<file path="src/rtl/nn_pkg.sv">
// Shared types and helpers for the output neuron MAC.
// FSM encoding, default scale and a signed saturation helper.
package nn_pkg;

    localparam int FRAC_W_DEF = 7;

    typedef enum logic [1:0] {
        S_IDLE = 2'd0,
        S_ACC  = 2'd1,
        S_FIN  = 2'd2,
        S_DONE = 2'd3
    } state_t;

    // Clamp a wide signed value into the range of a w-bit signed number.
    function automatic logic signed [63:0] sat_signed(
        input logic signed [63:0] v,
        input int                 w
    );
        logic signed [63:0] mx;
        logic signed [63:0] mn;
        mx = (64'sd1 <<< (w - 1)) - 64'sd1;
        mn = -(64'sd1 <<< (w - 1));
        if (v > mx)
            return mx;
        else if (v < mn)
            return mn;
        else
            return v;
    endfunction

endpackage

</file>
<file path="src/rtl/output_neuron_mac_if.sv">
// Pair-input and result-output handshakes of the output neuron.
// master = producer/consumer side, slave = neuron side.
interface output_neuron_mac_if #(
    parameter int X_W   = 10,
    parameter int W_W   = 8,
    parameter int ACC_W = 21
);
    logic                    in_valid_i;
    logic                    in_ready_o;
    logic [X_W-1:0]          x_i;
    logic [W_W-1:0]          w_i;
    logic                    out_valid_o;
    logic                    out_ready_i;
    logic signed [ACC_W-1:0] final_o;
    logic [2*ACC_W-1:0]      loss_o;

    modport master (
        output in_valid_i, x_i, w_i, out_ready_i,
        input  in_ready_o, out_valid_o, final_o, loss_o
    );

    modport slave (
        input  in_valid_i, x_i, w_i, out_ready_i,
        output in_ready_o, out_valid_o, final_o, loss_o
    );
endinterface

</file>
<file path="src/rtl/nn_sat_sq.sv">
// Finishing stage: saturate, optional ReLU, error vs target, square.
// Purely combinational; the top registers its outputs.
module nn_sat_sq
    import nn_pkg::*;
#(
    parameter int SW      = 25,
    parameter int ACC_W   = 21,
    parameter int TGT_W   = 4,
    parameter int FRAC_W  = FRAC_W_DEF,
    parameter int RELU_EN = 0
) (
    input  logic signed [SW-1:0]    i_sum,
    input  logic [TGT_W-1:0]        i_target,
    output logic signed [ACC_W-1:0] o_final,
    output logic [2*ACC_W-1:0]      o_loss
);
    logic signed [ACC_W-1:0]   w_r;
    logic signed [ACC_W-1:0]   w_relu;
    logic signed [ACC_W-1:0]   w_err;
    logic signed [2*ACC_W-1:0] w_sq;

    assign w_r = ACC_W'(sat_signed(64'(i_sum), ACC_W));

    assign w_relu = (RELU_EN != 0 && w_r[ACC_W-1]) ? '0 : w_r;

    // Target is an integer; shift it onto the product scale first.
    assign w_err = ACC_W'(sat_signed(
        64'(w_relu) - $signed(64'(i_target) << FRAC_W), ACC_W));

    assign w_sq = (2*ACC_W)'(w_err) * (2*ACC_W)'(w_err);

    assign o_final = w_relu;
    assign o_loss  = w_sq;
endmodule

</file>
<file path="src/rtl/output_neuron_mac.sv">
// Time-multiplexed output neuron: one multiplier, N_IN beats per inference.
// Accumulate, add bias, saturate, and report squared error to backprop.
module output_neuron_mac
    import nn_pkg::*;
#(
    parameter int N_IN    = 9,
    parameter int X_W     = 10,
    parameter int W_W     = 8,
    parameter int FRAC_W  = FRAC_W_DEF,
    parameter int ACC_W   = 21,
    parameter int TGT_W   = 4,
    parameter int RELU_EN = 0
) (
    input  logic                    clk_i,
    input  logic                    rst_i,
    input  logic                    start_i,
    input  logic signed [ACC_W-1:0] bias_i,
    input  logic [TGT_W-1:0]        target_i,
    output logic                    busy_o,
    output_neuron_mac_if.slave      bus
);
    localparam int AW = X_W + W_W + $clog2(N_IN) + 2;
    localparam int PW = X_W + W_W + 1;
    localparam int SW = ((AW > ACC_W) ? AW : ACC_W) + 1;
    localparam int CW = (N_IN > 1) ? $clog2(N_IN) : 1;
    localparam logic [CW-1:0] CNT_LAST = CW'(N_IN - 1);

    state_t                  r_state;
    logic signed [AW-1:0]    r_acc;
    logic [CW-1:0]           r_cnt;
    logic signed [ACC_W-1:0] r_bias;
    logic [TGT_W-1:0]        r_tgt;
    logic                    r_in_ready;
    logic                    r_out_valid;
    logic signed [ACC_W-1:0] r_final;
    logic [2*ACC_W-1:0]      r_loss;

    logic signed [PW-1:0]    w_prod;
    logic signed [SW-1:0]    w_sum;
    logic signed [ACC_W-1:0] w_final;
    logic [2*ACC_W-1:0]      w_loss;
    logic                    w_beat;

    // Activation is unsigned: widen with a zero MSB before the signed multiply.
    assign w_prod = PW'($signed({1'b0, bus.x_i})) * PW'($signed(bus.w_i));
    assign w_sum  = SW'(r_acc) + SW'(r_bias);
    assign w_beat = bus.in_valid_i & r_in_ready;

    nn_sat_sq #(
        .SW      (SW),
        .ACC_W   (ACC_W),
        .TGT_W   (TGT_W),
        .FRAC_W  (FRAC_W),
        .RELU_EN (RELU_EN)
    ) u_sat_sq (
        .i_sum    (w_sum),
        .i_target (r_tgt),
        .o_final  (w_final),
        .o_loss   (w_loss)
    );

    // Control FSM with accumulator, beat counter and registered outputs.
    always_ff @(posedge clk_i or negedge rst_i) begin
        if (!rst_i) begin
            r_state     <= S_IDLE;
            r_acc       <= '0;
            r_cnt       <= '0;
            r_bias      <= '0;
            r_tgt       <= '0;
            r_in_ready  <= 1'b0;
            r_out_valid <= 1'b0;
            r_final     <= '0;
            r_loss      <= '0;
        end else begin
            unique case (r_state)
                S_IDLE: begin
                    if (start_i) begin
                        r_acc      <= '0;
                        r_cnt      <= '0;
                        r_bias     <= bias_i;
                        r_tgt      <= target_i;
                        r_in_ready <= 1'b1;
                        r_state    <= S_ACC;
                    end
                end
                S_ACC: begin
                    if (w_beat) begin
                        r_acc <= r_acc + AW'(w_prod);
                        r_cnt <= r_cnt + 1'b1;
                        if (r_cnt == CNT_LAST) begin
                            r_in_ready <= 1'b0;
                            r_state    <= S_FIN;
                        end
                    end
                end
                S_FIN: begin
                    r_final     <= w_final;
                    r_loss      <= w_loss;
                    r_out_valid <= 1'b1;
                    r_state     <= S_DONE;
                end
                S_DONE: begin
                    if (bus.out_ready_i) begin
                        r_out_valid <= 1'b0;
                        r_state     <= S_IDLE;
                    end
                end
                default: r_state <= S_IDLE;
            endcase
        end
    end

    assign bus.in_ready_o  = r_in_ready;
    assign bus.out_valid_o = r_out_valid;
    assign bus.final_o     = r_final;
    assign bus.loss_o      = r_loss;
    assign busy_o          = (r_state != S_IDLE);
endmodule
</file>
<file path="src/flat_wrapper.sv">
// flat-port wrapper written by rule: the top's interface ports become plain ports
module output_neuron_mac_flat import nn_pkg::*;
#(
    parameter int N_IN    = 9,
    parameter int X_W     = 10,
    parameter int W_W     = 8,
    parameter int FRAC_W  = FRAC_W_DEF,
    parameter int ACC_W   = 21,
    parameter int TGT_W   = 4,
    parameter int RELU_EN = 0
)
  (clk_i, rst_i, start_i, bias_i, target_i, busy_o, bus_in_valid_i, bus_x_i, bus_w_i, bus_out_ready_i, bus_in_ready_o, bus_out_valid_o, bus_final_o, bus_loss_o);
  output_neuron_mac_if #(.X_W(X_W), .W_W(W_W), .ACC_W(ACC_W)) bus_i ();
  input  logic clk_i;
  input  logic rst_i;
  input  logic start_i;
  input  logic signed [ACC_W-1:0] bias_i;
  input  logic [TGT_W-1:0] target_i;
  output logic busy_o;
  input wire logic [$bits(bus_i.in_valid_i)-1:0] bus_in_valid_i;
  input wire logic [$bits(bus_i.x_i)-1:0] bus_x_i;
  input wire logic [$bits(bus_i.w_i)-1:0] bus_w_i;
  input wire logic [$bits(bus_i.out_ready_i)-1:0] bus_out_ready_i;
  output wire logic [$bits(bus_i.in_ready_o)-1:0] bus_in_ready_o;
  output wire logic [$bits(bus_i.out_valid_o)-1:0] bus_out_valid_o;
  output wire logic [$bits(bus_i.final_o)-1:0] bus_final_o;
  output wire logic [$bits(bus_i.loss_o)-1:0] bus_loss_o;
  assign bus_i.in_valid_i = bus_in_valid_i;
  assign bus_i.x_i = bus_x_i;
  assign bus_i.w_i = bus_w_i;
  assign bus_i.out_ready_i = bus_out_ready_i;
  assign bus_in_ready_o = bus_i.in_ready_o;
  assign bus_out_valid_o = bus_i.out_valid_o;
  assign bus_final_o = bus_i.final_o;
  assign bus_loss_o = bus_i.loss_o;
  output_neuron_mac #(.N_IN(N_IN), .X_W(X_W), .W_W(W_W), .FRAC_W(FRAC_W), .ACC_W(ACC_W), .TGT_W(TGT_W), .RELU_EN(RELU_EN)) u_core (.clk_i(clk_i), .rst_i(rst_i), .start_i(start_i), .bias_i(bias_i), .target_i(target_i), .busy_o(busy_o), .bus(bus_i));
endmodule
</file>
<file path="config.mk">
export PLATFORM = sky130hd
export DESIGN_NAME = output_neuron_mac_flat
export DESIGN_NICKNAME = d
export VERILOG_FILES = /design/src/rtl/nn_pkg.sv /design/src/rtl/output_neuron_mac_if.sv /design/src/rtl/nn_sat_sq.sv /design/src/rtl/output_neuron_mac.sv /design/src/flat_wrapper.sv
export SDC_FILE = /design/constraint.sdc
export NUM_CORES = 2
export LEC_CHECK = 0
export CAP_MARGIN = 20
export CORE_ASPECT_RATIO = 1.4
export CORE_MARGIN = 2
export CORE_UTILIZATION = 46
export DETAILED_ROUTE_END_ITERATION = 16
export SYNTH_ARGS = -nofsm -noshare
export SYNTH_HDL_FRONTEND = slang
export SYNTH_SLANG_ARGS = --single-unit
</file>
<file path="constraint.sdc">
create_clock -name clk_i -period 14.58 [get_ports clk_i]
set_input_delay 2.187 -clock clk_i [delete_from_list [all_inputs] [get_ports clk_i]]
set_output_delay 2.187 -clock clk_i [all_outputs]
set_load 0.01 [all_outputs]
</file>
==> results.yml <==
status:
  outcome: "finished clean"
clock_network:
  clkLatencyLatePin_ns: 0.48
  htreeDepth: 4
  clockBufferDepth: 2
  clkTransAtPathRegs_ns: 0.06
  clk_root_buffer_cell: "clkbuf_16"
  cts_sinks: 119
  hold_buffers: 0
  cts_made_buffers: 17
  cts_tree: "built"
final_layout:
  num-fill-cells: 5174
  post-route-util: 0.513
  area_growth_pct: 9.95
  antennaDiodeCount: 0
  fin_nets: 3536
  drive_gt1_frac: 0.0775
synthesis:
  synth_largest_area_cell: "fa_1"
  syn_inst: 2693
  seq_area_frac_synth: 0.117
  synth-edff-count: 0
  yosys-top-cells-count: "578 x inv_1, 481 x fa_1, 264 x nand2_1"
  ys_types: 95
  synthesis.nets: 3454
  ys_top_cells_by_area: "fa_1 38%, dfrtp_1 12%, ha_1 11%, inv_1 8.6%, nand2_1 3.9%"
  yosysMostFrequentCell: "inv_1"
  ys_ff_latch: 119
  syn-cell-area_um2: 25400
  synth.avg_cell_area_um2: 9.42
  synth_top_area_share: 0.380
  synth_flop_cell: "dfrtp_1"
  synth_warnings: 0
  ys_async_sr_fraction: 1.00
routing:
  wl_per_cell_um: 19.6
  drt-total-wl_um: 68700
  drc: 0
  vias: 18800
  drt_iter0_drc: 947
  vias_per_cell: 5.36
  ant_nets: 0
  first_pass_iters: 5
worst_setup_path:
  worstPathMaxFanout: 17
  crit_top_cell: "fa_1"
  slowest_delay_ns: 0.55
  cp_slowest_cell: "fa_1"
  crit_type: "flip-flop to flip-flop"
  required_ns: 14.94
  crit_family: "compound AO/OA/AOI/OAI gates"
  crit_buf_inv: 8
  setup.worst_path.start_class: "flip-flop"
  worst-endpoint-arrival_ns: 14.23
  r2r_slack_ns: 0.70
  end_kind: "flip-flop"
sta:
  worstMarginPinSlew_ns: 1.07
  period_share: 0.952
  relSlewSlack: 0.281
  fmax_mhz: 72.1
  fin_crit_ns: 13.88
  slew_viol_final: 0
  finalSetupTns_ns: 0
  finalClockSkew_ns: 0.0209
  rsz0062_at_grt: "false"
  setup_violations: 0
  hold_viol: 0
floorplan:
  pin_count: 114
  die_w_um: 202
  die_y_um: 282
  dieArea_um2: 57100
  core_area_um2: 54300
  initial_core_util: 0.467
  row_count: 101
grt:
  grt_overflow_total: 0
  grt_pass1_vias: 21000
  grtUsageTotal: 0.256
  antenna_found_initial: 1
  grt_max_degree: 65
  grt_pass1_wl_um: 112000
placed_design:
  hpwl_um: 57300
  gp_congestion: 0.903
  port_buffers: 112
worst_hold_path:
  min_path_type: "flip-flop to flip-flop"
flow_run:
  max_cap_viol_count: 0
what timing repair did:
item,4_1_cts,5_1_grt
endpoints found under the setup margin,0,7
gates resized for setup,0,13
buffers inserted,0,2
area by class of cell:
cell class              instances  area (µm²)  area share
repair buffers                148        1390      0.0499
clock buffers                  21         460      0.0165
flip-flops and latches        119        2980       0.107
multi-input cells            1900       19800       0.711
clock inverters                11         114     0.00408
inverters                     589        2220      0.0798
well taps                     721         902      0.0323
cells by family (layout without fill, tap and decap cells):
kind of cell    count (synthesis)  count (layout)  synth area share
compound gates                372             372             0.101
xor+xnor                      108             108            0.0373
fa+ha+maj                     713             713             0.494
buf+inv                       674             769             0.104
flops                         119             119             0.117
mux                            76              76            0.0336
other cells                     1               1          0.000148
simple gates                  630             630             0.112
path summary, 6_finish.rpt:
kind	depth (start not counted)	startpoint	endpoint
worst max-delay path	46	u_core.r_bias[1]	u_core.bus.loss_o[40]
worst min-delay path	1	u_core.bus.loss_o[5]	u_core.bus.loss_o[5]
worst max register to register	46	u_core.r_bias[1]	u_core.bus.loss_o[40]
worst min register to register	1	u_core.bus.loss_o[5]	u_core.bus.loss_o[5]
max in group asynchronous	2	rst_i	u_core.r_cnt[3]
min in group asynchronous	1	rst_i	u_core.bus.loss_o[13]
per-stage QoR:
step                      worst slack [ns]  cells  hold slack, ns  cell area [µm²]
after global placement               0.233   3475           0.489            27200
after global routing                0.0110   3509           0.524            27900
after CTS                            0.121   3507           0.509            27800
final                                0.704   3509           0.506            27900
after detailed placement             0.157   3475           0.494            27200
after floorplan                       2.63   2693           0.471            25400
state kept, by name, summed over array words and instances (netlist names):
register                cells
u_core.r_bias              21
u_core.bus.in_ready_o       1
u_core.bus.final_o         21
u_core.bus.loss_o          41
u_core.r_state              2
u_core.r_cnt                4
u_core.r_tgt                4
u_core.bus.out_valid_o      1
u_core.r_acc               24
cell usage in the layout (no fill, tap or decap), drive strengths merged, types with 53 or more instances in the layout:
cell type,count
a21o,53
a21oi,117
clkdlybuf4s50,111
dfrtp,119
fa,481
ha,232
inv,590
mux2,74
nand2,267
nor2,186
o21ai,66
xnor2,72
metal layers:
layer	vias up	routed length, µm	global-route usage
met4	2	2490	0.0975
met5	-	9	0
li1	8566	-	-
met1	9651	26200	0.290
met3	123	2920	0.0347
met2	465	37100	0.486
Power is left out: the tool's default activity adds up to more than one toggle a clock period on the data nets, which glitch-free logic cannot reach.
